### config.mk
export PLATFORM = sky130hd
export DESIGN_NAME = pipelined_barrel_shifter
export DESIGN_NICKNAME = d
export VERILOG_FILES = /design/src/rtl/barrel_pkg.sv /design/src/rtl/pipelined_barrel_shifter_shift_level.sv /design/src/rtl/pipelined_barrel_shifter.sv
export SDC_FILE = /design/constraint.sdc
export NUM_CORES = 1
export LEC_CHECK = 0
export CORE_MARGIN = 2
export CORE_UTILIZATION = 50
export DETAILED_ROUTE_END_ITERATION = 12
export GPL_ROUTABILITY_DRIVEN = 0
export MAX_ROUTING_LAYER = met4
export PLACE_DENSITY = 0.8
export SLEW_MARGIN = 20
export SYNTH_ARGS = -nofsm -noshare
export SYNTH_HDL_FRONTEND = slang
export SYNTH_SLANG_ARGS = --single-unit
export TNS_END_PERCENT = 100
### constraint.sdc
create_clock -name clk -period 1.6 [get_ports clk]
set_clock_uncertainty 0.05 [all_clocks]
set_input_delay 0.16 -clock clk [delete_from_list [all_inputs] [get_ports clk]]
set_output_delay 0.16 -clock clk [all_outputs]
set_load 0.03 [all_outputs]
### src/rtl/barrel_pkg.sv
// barrel_pkg: shifter mode encodings and bit-reverse helper
package barrel_pkg;
  localparam logic [1:0] MODE_LSL = 2'b00;
  localparam logic [1:0] MODE_LSR = 2'b01;
  localparam logic [1:0] MODE_ASR = 2'b10;
  localparam logic [1:0] MODE_ROR = 2'b11;
  function automatic logic [63:0] bit_rev(input logic [63:0] d, input int w);
    logic [63:0] r;
    r = {<<{d}};
    return r >> (64 - w);
  endfunction
endpackage

### src/rtl/pipelined_barrel_shifter_shift_level.sv
// shift_level: one mux level shifting right by 2^LEVEL with fill or rotate
module shift_level #(
  parameter int WIDTH = 8,
  parameter int LEVEL = 0
) (
  input  logic [WIDTH-1:0] d,
  input  logic             en,
  input  logic             rot,
  input  logic             fill,
  output logic [WIDTH-1:0] q
);
  localparam int S = 1 << LEVEL;
  // Pass through, rotate the low bits around, or shift in the fill bit
  always_comb q = !en ? d : rot ? {d[S-1:0], d[WIDTH-1:S]} : {{S{fill}}, d[WIDTH-1:S]};
endmodule

### src/rtl/pipelined_barrel_shifter.sv
// pipelined_barrel_shifter: four-mode barrel shifter with optional per-level registers and valid/ready flow control
module pipelined_barrel_shifter
  import barrel_pkg::*;
#(
  parameter int WIDTH = 8,
  parameter int PIPE  = 0
) (
  input  logic                     clk,
  input  logic                     rst_n,
  input  logic                     in_valid,
  output logic                     in_ready,
  input  logic [WIDTH-1:0]         in_data,
  input  logic [$clog2(WIDTH)-1:0] in_shamt,
  input  logic [1:0]               in_mode,
  output logic                     out_valid,
  input  logic                     out_ready,
  output logic [WIDTH-1:0]         out_data,
  output logic                     out_zero
);
  localparam int SHW = $clog2(WIDTH);
  logic             adv;
  logic [WIDTH-1:0] fin;
  function automatic logic [WIDTH-1:0] rev(input logic [WIDTH-1:0] x);
    return WIDTH'(bit_rev(64'(x), WIDTH));
  endfunction
  // The whole pipeline moves only when the output register is free or being drained
  always_comb adv = !out_valid || out_ready;
  // Input side accepts exactly when the pipeline advances
  always_comb in_ready = adv;
  for (genvar k = 0; k < SHW; k++) begin : g
    logic             v, s;
    logic [1:0]       m;
    logic [SHW-1-k:0] a;
    logic [WIDTH-1:0] d, q;
    shift_level #(.WIDTH(WIDTH), .LEVEL(k)) u_lvl (
      .d(d), .en(a[0]), .rot(m == MODE_ROR), .fill(m == MODE_ASR && s), .q(q)
    );
    if (k == 0) begin : g_src
      // LSL runs through the right-shift chain on the bit-reversed operand
      always_comb {v, m, s, a, d} = {in_valid, in_mode, in_data[WIDTH-1], in_shamt, (in_mode == MODE_LSL) ? rev(in_data) : in_data};
    end else if (PIPE != 0) begin : g_reg
      // Level register: sideband and the not-yet-used shamt bits travel with the data
      always_ff @(posedge clk or negedge rst_n)
        if (!rst_n) {v, m, s, a, d} <= '0;
        else if (adv) {v, m, s, a, d} <= {g[k-1].v, g[k-1].m, g[k-1].s, g[k-1].a[SHW-k:1], g[k-1].q};
    end else begin : g_comb
      // Unregistered level boundary
      always_comb {v, m, s, a, d} = {g[k-1].v, g[k-1].m, g[k-1].s, g[k-1].a[SHW-k:1], g[k-1].q};
    end
  end
  // Undo the LSL bit reversal after the last level
  always_comb fin = (g[SHW-1].m == MODE_LSL) ? rev(g[SHW-1].q) : g[SHW-1].q;
  // Output register with the zero flag computed from the final result
  always_ff @(posedge clk or negedge rst_n)
    if (!rst_n) {out_valid, out_zero, out_data} <= '0;
    else if (adv) {out_valid, out_zero, out_data} <= {g[SHW-1].v, fin == '0, fin};
endmodule

### Word-level counts from Yosys, hierarchy flattened

Index checks and enable logic that the tools add are counted.

| word-level totals | value |
|---|---|
| flip-flop bits (word level) | 10 |
| input bits | 17 |
| output and inout port bits | 11 |

| cells by class | value |
|---|---|
| equal/unequal tests | 2 |
| multiplexer cells | 8 |
| reduce and logical (&&, ||, !) cells | 5 |

Operator list:

| kind | count |
|---|---|
| 8-bit two-way mux | 8 |
| 8-bit logical NOT | 1 |
| 2-bit equality test, second input constant | 2 |
| 2-bit logical NOT | 1 |
| 1-bit logical AND | 1 |
| 1-bit logical NOT | 1 |
| 1-bit logical OR | 1 |

### Longest topological paths before layout

Gate-level depths: netlist (run 1).

| depth | value |
|---|---|
| depth in word-level cells | 10 |
| depth in mapped cells | 9 |
| mapped depth without buffers | 6 |

### Cells and area by module

Synthesis (run 1) repeated with hierarchy kept, for this count alone.

| second synthesis, totals | value |
|---|---|
| cell total of the unflattened synthesis | 107 |
| area, all modules | 1,083.5 um^2 |

By module, submodules not included:

| module | instances | cells an instance | area each (um^2) | seq. area each (um^2) |
|---|---|---|---|---|
| pipelined_barrel_shifter | 1 | 65 | 665.6 | 250.2 |
| shift_level (g[2].u_lvl) | 1 | 18 | 143.9 | 0.0 |
| shift_level (g[1].u_lvl) | 1 | 13 | 138.9 | 0.0 |
| shift_level (g[0].u_lvl) | 1 | 11 | 135.1 | 0.0 |

### Worst setup path before layout (run 1)

No wires, ideal clock.

| timing path | value |
|---|---|
| path kind | input-to-reg |
| start | input port in_mode[0] |
| end | register out_zero |
| library setup time | 0.066 ns |
| arrival | 2.104 ns |
| required time | 1.484 ns |
| path slack | -0.620 ns |
| stages on the path | 6 |
| buffers on the path | 1 |
| path through | buf_4 -> nor2_2 -> mux4_2 -> mux4_2 -> a2111oi_2 -> a32o_2 |

| between the ends | value |
|---|---|
| word-level cells in the longest chain between the ends | 10 |
| elaborated cells on any way between the ends | 13 |
| those cells by class | eq/ne: 2; mux: 8; reduce/logical: 3 |

RTL lines:

| what | RTL line | source |
|---|---|---|
| start: declaration | pipelined_barrel_shifter.sv:14 | `input logic [1:0] in_mode,` |
| 2-bit logical NOT or 2-bit equality test (tied branches) | pipelined_barrel_shifter.sv:40, pipelined_barrel_shifter.sv:52, pipelined_barrel_shifter.sv:36 |  |
| 8-bit two-way mux or 1-bit logical AND (tied branches) | pipelined_barrel_shifter.sv:40, pipelined_barrel_shifter.sv:36 |  |
| 8-bit two-way mux (6 in a row) | pipelined_barrel_shifter_shift_level.sv:14 | `always_comb q = !en ? d : rot ? {d[S-1:0], d[WIDTH-1:S]} : {{S{fill}}, d[WIDTH-1:S]};` |
| 8-bit two-way mux (*) | pipelined_barrel_shifter.sv:52 | `always_comb fin = (g[SHW-1].m == MODE_LSL) ? rev(g[SHW-1].q) : g[SHW-1].q;` |
| 8-bit logical NOT (*) | pipelined_barrel_shifter.sv:56 | `else if (adv) {out_valid, out_zero, out_data} <= {g[SHW-1].v, fin == '0, fin};` |
| end signal: assignment | pipelined_barrel_shifter.sv:56 |  |
| end: declaration | pipelined_barrel_shifter.sv:18 | `output logic out_zero` |

Mark *: on every way between the ends. The rest lies on a longest branch, timed or not.
A chain may end at the register's enable or synchronous reset.

### Worst setup path after layout (run 1)

| timing path | value |
|---|---|
| start | input port in_shamt[0] |
| end | register out_zero |

| between the ends | value |
|---|---|
| word-level cells in the longest chain between the ends | 7 |

RTL lines:

| what | RTL line | source |
|---|---|---|
| start: declaration | pipelined_barrel_shifter.sv:13 | `input logic [$clog2(WIDTH)-1:0] in_shamt,` |
| 8-bit two-way mux (*) | pipelined_barrel_shifter_shift_level.sv:14 |  |
| 8-bit two-way mux | pipelined_barrel_shifter_shift_level.sv:14 |  |
| 8-bit two-way mux (*) | pipelined_barrel_shifter_shift_level.sv:14 |  |
| 8-bit two-way mux | pipelined_barrel_shifter_shift_level.sv:14 |  |
| 8-bit two-way mux (*) | pipelined_barrel_shifter_shift_level.sv:14 |  |
| 8-bit two-way mux (*) | pipelined_barrel_shifter.sv:52 |  |
| 8-bit logical NOT (*) | pipelined_barrel_shifter.sv:56 |  |

Marks and branches as above.

==> flow_metrics.py, run 1 <==
metrics = {
    "die": {
        "initial_core_util_pct": 54.22,
        "dieArea_mm2": 0.002856,
        "pin_count": 28,
        "fp.coreArea_mm2": 0.002255,
        "die_w_um": 53.45,
        "chipHeight_um": 53.45,
        "rows": 17,
    },
    "pwr": {
        "pwr-share-seq_pct": 23.1,
        "comb_power_share_pct": 59.3,
        "switching_power_mw": 0.5634,
        "power.total_mw": 1.343,
        "leakagePower_nw": 0.8850,
        "internal_power_mw": 0.7795,
        "swShare_pct": 41.95,
        "power_frac_clock_pct": 17.6,
        "p_per_area_mw_per_mm2": 635.0,
        "worst_ir_drop_vdd_mv": 0.9305,
    },
    "sta": {
        "hold_viol": 0,
        "max_freq_ghz": 0.4794,
        "post-route-period-util_pct": 130.4,
        "relSlewSlack_pct": 69.22,
        "max_slew.worst_pin.slew_ns": 0.4560,
        "setup_viol": 9,
        "rsz0062_at_grt": "yes",
        "holdWs_ns": 0.1509,
        "setup_slack_ns": -0.4859,
        "slew_violations": 0,
        "layout_min_cycle_time_ns": 2.086,
    },
    "cells_and_area": {
        "syn2layout_area_growth_pct": 72.98,
        "nets": 247,
        "n_antenna_cell": 0,
        "multiInputGateArea_mm2": 0.001087,
        "design_area_mm2": 0.002115,
        "seqCellArea_um2": 250.2,
        "fill_cells": 75,
        "drive_gt1_share_pct": 46.29,
        "postLayoutCoreUtil_pct": 93.78,
    },
    "setup_path": {
        "critPathLaunch": "in_shamt[0]",
        "r2r_cells": 4,
        "worst_ep_required_time_ns": 1.72,
        "crit_type": "in2reg",
        "worst_setup_path_end_kind": "flop",
        "r2r_start": "out_valid$_DFFE_PN0P_",
        "crit_fanout": 11,
        "cp_data_arrival_time_ns": 2.20,
        "critPathLaunchType": "input pin",
    },
    "logic_synthesis": {
        "synth_edf_count": 0,
        "syn_avg_cell_area_um2": 7.786,
        "synth_area_leaders": "dfrtp_1 20%, mux4_2 7.4%, nand2_1 5.8%",
        "synthFlopType": "dfrtp_1",
        "netlist.area_leader.share_pct": 20.47,
        "yosysWarnings": 0,
        "synth_top_area_cell": "dfrtp_1",
        "seq_area_frac_synth_pct": 20.47,
        "async_reset_ff_share_pct": 100.0,
        "yosys.cell_types.count": 49,
        "ys_seq_elements": 10,
        "syn_inst": 157,
        "syn_nets": 174,
        "synth_area_mm2": 0.001222,
    },
    "global_route": {
        "use_met1_pct": 57.91,
        "track_usage_pct": 49.42,
        "grt_overflow_total": 0,
        "grt_pass1_wl_mm": 9.515,
        "gr-max-usage-layer": "met2",
        "grt_pass1_vias": 1819,
        "gr-usage-met3_pct": 13.56,
        "grt_start_max_net_pins": 15,
        "use_met2_pct": 75.10,
        "antenna_found_initial": 0,
    },
    "placed_design": {
        "io_buffers": 27,
        "hpwl_mm": 3.664,
        "postPlaceCellArea_mm2": 0.001882,
    },
    "drt": {
        "wl_mm": 6.595,
        "wl_per_cell_um": 25.66,
        "drt_iter0_drc": 236,
        "postRouteAntennaNets": 0,
        "via_per_inst": 7.432,
        "num_vias": 1910,
        "drtPass1Iterations": 7,
        "drc": 0,
    },
    "clock_tree": {
        "root_buffer": "clkbuf_4",
        "path_clk_slew_ns": 0.07,
        "postCtsHoldBufs": 0,
        "clkSinkCount": 10,
        "cts_made_buffers": 3,
        "insertion_delay_ns": 0.27,
        "cts_max_level": 1,
        "clk_path_buf_depth": 2,
        "cts_tree": "built",
    },
    "hold_path": {
        "min_path_type": "in2async",
    },
    "outcome": {
        "status": "finished with violations",
        "violations": "negative setup slack",
    },
    "run": {
        "max_cap_violations": 0,
    },
}
power by group through the flow:
| stage | Sequential (mW) | Clock, mW | Combinational, mW |
|---|---|---|---|
| after detailed placement | 0.311 | 0 | 0.647 |
| after global routing | 0.312 | 0.253 | 0.819 |
| after global placement | 0.308 | 0 | 0.621 |
| final | 0.310 | 0.236 | 0.796 |
| after CTS | 0.305 | 0.238 | 0.706 |
| after floorplan | 0.382 | 0 | 0.284 |
sequential cells by signal, indices dropped and copies added, names as in the netlist:
| signal | cells |
|---|---|
| out_data | 8 |
| out_valid | 1 |
| out_zero | 1 |
synthesized netlist by cell type (2+ instances only):
cell type and number:
mux4_2 4, nand3_1 5, o21ai_0 12, nor2_1 13, or3b_2 4, buf_6 3
nor2b_1 3, nor3_1 5, a21oi_1 13, clkbuf_1 6, and2_1 2, mux2i_1 5
a31oi_1 4, a211oi_1 3, or3_1 2, dfrtp_1 10, o22ai_1 2, nand2_1 19
nor4_1 3, nand4_1 2, inv_1 4, o211ai_1 3, a41oi_1 2, buf_2 3
cells by family (layout without fill, tap and decap cells):
logic type / after synthesis / in the layout / synth area share (%)
AOI/OAI and AO/OA: 52 / 52 / 28.66
buffers and inverters: 19 / 91 / 8.289
DFF: 10 / 10 / 20.47
muxes: 12 / 12 / 15.46
and+or+nand+nor: 64 / 64 / 27.12
critical path: stages:
cell and delay [ns]:
buf_2 0.21, buf_6 0.22, mux2i_1 0.15, o2111ai_1 0.36, nand3_1 0.27, o22ai_1 0.43, nor2_1 0.12, a32o_2 0.26
area by class of cell:
class	count	share of cell area, %
clock buffer	4	1.716
inverter	5	0.8876
multi-input combinational	128	51.42
sequential	10	11.83
tap	28	1.657
timing repair buffer	82	32.49
routing by layer:
metal	wire, µm	up-vias
li1	-	745
met1	2158	871
met2	2984	214
met3	865	80
met4	586	0
met5	0	-
layout by cell type, fill, tap and decap left out, types with 2 or more instances in the layout:
cell type | Yosys | routed
inv_1 | 4 | 3
buf_6 | 3 | 7
o21ai_1 | 0 | 8
nor3_1 | 5 | 4
or3b_2 | 4 | 2
clkbuf_2 | 0 | 2
a21oi_2 | 0 | 4
clkbuf_4 | 0 | 3
a211oi_4 | 0 | 2
a21oi_4 | 0 | 2
buf_4 | 1 | 50
nor2_1 | 13 | 13
or3b_4 | 0 | 2
nor4_4 | 0 | 2
nor2b_1 | 3 | 3
dfrtp_1 | 10 | 10
o21ai_0 | 12 | 4
mux4_2 | 4 | 4
mux2i_1 | 5 | 4
nand4_1 | 2 | 2
inv_2 | 0 | 2
o211ai_1 | 3 | 3
dlygate4sd2_1 | 0 | 6
a21oi_1 | 13 | 7
nand2_2 | 1 | 2
clkdlybuf4s50_1 | 0 | 15
a31oi_1 | 4 | 4
mux2i_4 | 1 | 2
nand2_1 | 19 | 18
nand3_1 | 5 | 5
path summary, 6_finish.rpt:
kind                       slack (ns)                      end
setup / recovery                -0.49     out_zero$_DFFE_PN0P_
hold / removal                   0.15  out_data[5]$_DFFE_PN0P_
setup reg to reg                 0.18     out_zero$_DFFE_PN0P_
hold reg to reg                  0.48  out_data[6]$_DFFE_PN0P_
max in group asynchronous        1.03     out_zero$_DFFE_PN0P_
min in group clk                 0.43    out_valid$_DFFE_PN0P_
per-stage QoR:
step,TNS (ns),std cells,worst slack [ns]
3_3_place_gp,-6.997,247,-0.8564
5_1_grt,-2.833,257,-0.4387
2_1_floorplan,-1.292,157,-0.4285
6_report,-2.796,257,-0.4859
4_1_cts,-1.808,257,-0.3187
3_5_place_dp,-8.091,247,-1.026
timing repair:
| item | in CTS | in global routing |
|---|---|---|
| setup buffers | 6 | 0 |
| pin swaps | 9 | 5 |
| endpoints found under the hold margin | 0 | 0 |
| gates resized for setup | 47 | 19 |
| setup endpoints to repair | 9 | 10 |
Note: power is estimated with default switching activity, not from simulation.
==> run 2: changes to the inputs <==
--- a/config.mk
+++ b/config.mk
@@ -8,9 +8,11 @@
 export CORE_MARGIN = 2
 export CORE_UTILIZATION = 50
 export DETAILED_ROUTE_END_ITERATION = 12
+export DONT_BUFFER_PORTS = 1
 export GPL_ROUTABILITY_DRIVEN = 0
+export HOLD_SLACK_MARGIN = 0.02
 export MAX_ROUTING_LAYER = met4
-export PLACE_DENSITY = 0.8
+export REMOVE_ABC_BUFFERS = 1
 export SLEW_MARGIN = 20
 export SYNTH_ARGS = -nofsm -noshare
 export SYNTH_HDL_FRONTEND = slang
==> run 2 against run 1 <==
Against the previous run: critical path depth fell by 1; worst setup slack improved by 0.49 ns; total power fell by 25%; critical path type unchanged; final area fell by 28%; sequential cell count did not move; die area did not move; the flow now finishes without violations; via count fell by 29%.
==> flow_metrics.py, run 2 (same netlist as run 1, synthesis figures left out) <==
metrics = {
    "outcome": {
        "status": "finished, final reports clean",
    },
    "sta": {
        "post-route-period-util_pct": 99.57,
        "tns_ns": 0,
        "relSlewSlack_pct": 69.76,
        "setup_viol": 0,
        "slew_violations": 0,
        "setup_slack_ns": 0.006935,
        "max_freq_ghz": 0.6277,
        "rsz0062_at_grt": "yes",
        "holdWs_ns": 0.1565,
        "max_slew.worst_pin.slew_ns": 0.4521,
        "hold_viol": 0,
        "layout_min_cycle_time_ns": 1.593,
    },
    "hold_path": {
        "min_path_type": "in2reg",
    },
    "placed_design": {
        "place_ws_ns": -0.3656,
        "postPlaceCellArea_mm2": 0.001378,
        "hpwl_mm": 2.673,
        "io_buffers": 0,
    },
    "cells_and_area": {
        "fill_cells": 190,
        "n_antenna_cell": 0,
        "nets": 195,
        "seqCellArea_um2": 250.2,
        "layout_commonest_cell": "buf_4",
        "multiInputGateArea_um2": 942.2,
        "design_area_mm2": 0.001516,
        "largest_reg_flops": 8,
        "drive_gt1_share_pct": 33.33,
        "syn2layout_area_growth_pct": 24.05,
        "final_cell_mix": "27 x buf_4, 19 x nand2_1, 13 x nor2_1, 11 x a21oi_1",
    },
    "die": {
        "die_w_um": 53.45,
        "dieArea_mm2": 0.002856,
        "rows": 17,
        "chipHeight_um": 53.45,
        "initial_core_util_pct": 54.22,
        "pin_count": 28,
        "fp.coreArea_mm2": 0.002255,
    },
    "global_route": {
        "grt_overflow_total": 0,
        "grt_start_max_net_pins": 26,
        "antenna_found_initial": 0,
        "grt_pass1_vias": 1260,
        "grt_pass1_wl_mm": 6.196,
        "track_usage_pct": 31.11,
    },
    "setup_path": {
        "path_common_cell": "mux4_2",
        "cp_data_arrival_time_ns": 1.71,
        "crit_fanout": 18,
        "cp_top_family": "multiplexers",
        "worst_setup_path_end_kind": "flop",
        "cp_num_buf_inv": 2,
        "crit_type": "in2reg",
        "cp_slowest_stage_delay_ns": 0.55,
        "worst_ep_required_time_ns": 1.72,
        "path_cells": "nor2_4, mux4_2, mux4_2, buf_6, buf_4, nand2_1, a21oi_1",
        "crit_slowest_cell": "mux4_2",
        "critPathLaunchType": "input pin",
    },
    "pwr": {
        "worst_ir_drop_vdd_mv": 0.7508,
        "p_per_area_mw_per_mm2": 661.4,
        "leakagePower_nw": 0.6057,
    },
    "drt": {
        "wl_mm": 3.775,
        "num_vias": 1357,
        "via_per_inst": 6.620,
        "postRouteAntennaNets": 0,
        "wl_per_cell_um": 18.41,
        "drtPass1Iterations": 4,
        "drt_iter0_drc": 50,
        "drc": 0,
    },
    "clock_tree": {
        "cts_max_level": 1,
        "clk_path_buf_depth": 2,
        "root_buffer": "clkbuf_4",
        "insertion_delay_ns": 0.28,
        "clkSinkCount": 10,
        "cts_tree": "built",
        "path_clk_slew_ns": 0.07,
        "cts_made_buffers": 3,
    },
    "run": {
        "max_cap_violations": 0,
    },
}
## run 2: worst paths after layout
check	slack [ns]	cells past startpoint	from	endpoint
max	0.007	7	in_mode[1]	out_data[6]$_DFFE_PN0P_
min	0.16	4	in_mode[0]	out_data[6]$_DFFE_PN0P_
max reg2reg	0.42	4	out_valid$_DFFE_PN0P_	out_zero$_DFFE_PN0P_
min reg2reg	0.64	2	out_data[7]$_DFFE_PN0P_	out_data[7]$_DFFE_PN0P_
max in group asynchronous	0.97	1	rst_n	out_data[5]$_DFFE_PN0P_
min in group asynchronous	0.21	1	rst_n	out_zero$_DFFE_PN0P_
## run 2: layout make-up
type	count	share of cell area, %
multi-input cells	128	62.13
flip-flops and latches	10	16.50
well taps	28	2.310
repair buffers	30	15.43
clock buffers	4	2.393
inverters	5	1.238
## run 2: report_power, final
group | leakage (nW) | switching, mW | total [mW] | internal [mW]
Combinational | 0.466 | 0.189 | 0.390 | 0.201
Sequential | 0.118 | 0.0920 | 0.379 | 0.287
Clock | 0.0210 | 0.0954 | 0.234 | 0.139
## run 2: repair_timing
item / CTS / global route
hold buffers: 2 / 0
gates resized for setup: 8 / 10
endpoints found under the hold margin: 11 / 0
endpoints found under the setup margin: 3 / 7
cloned: 0 / 0
setup buffers: 2 / 0
pin swaps: 3 / 3
## run 2: layer usage
layer,share of wire [%],vias to the layer above,global-route usage (%)
li1,-,633,-
met1,43,643,43.18
met2,48,74,46.91
met3,8.5,7,6.497
met4,0.79,0,5.983
met5,0,-,-
## run 2: tightest hold or removal path: stages
cell,delay (ns)
nor2_4,0.02
buf_4,0.15
nand2_1,0.06
a21oi_1,0.05
## run 2: per-stage QoR
step | total power [mW] | std cells | util, %
floorplan | 0.5954 | 143 | -
finish | 1.003 | 205 | 67.26
global placement | 0.7170 | 198 | 61.10
detailed placement | 0.7250 | 198 | 61.10
global route | 1.062 | 205 | 67.26
CTS | 0.9889 | 205 | 65.76
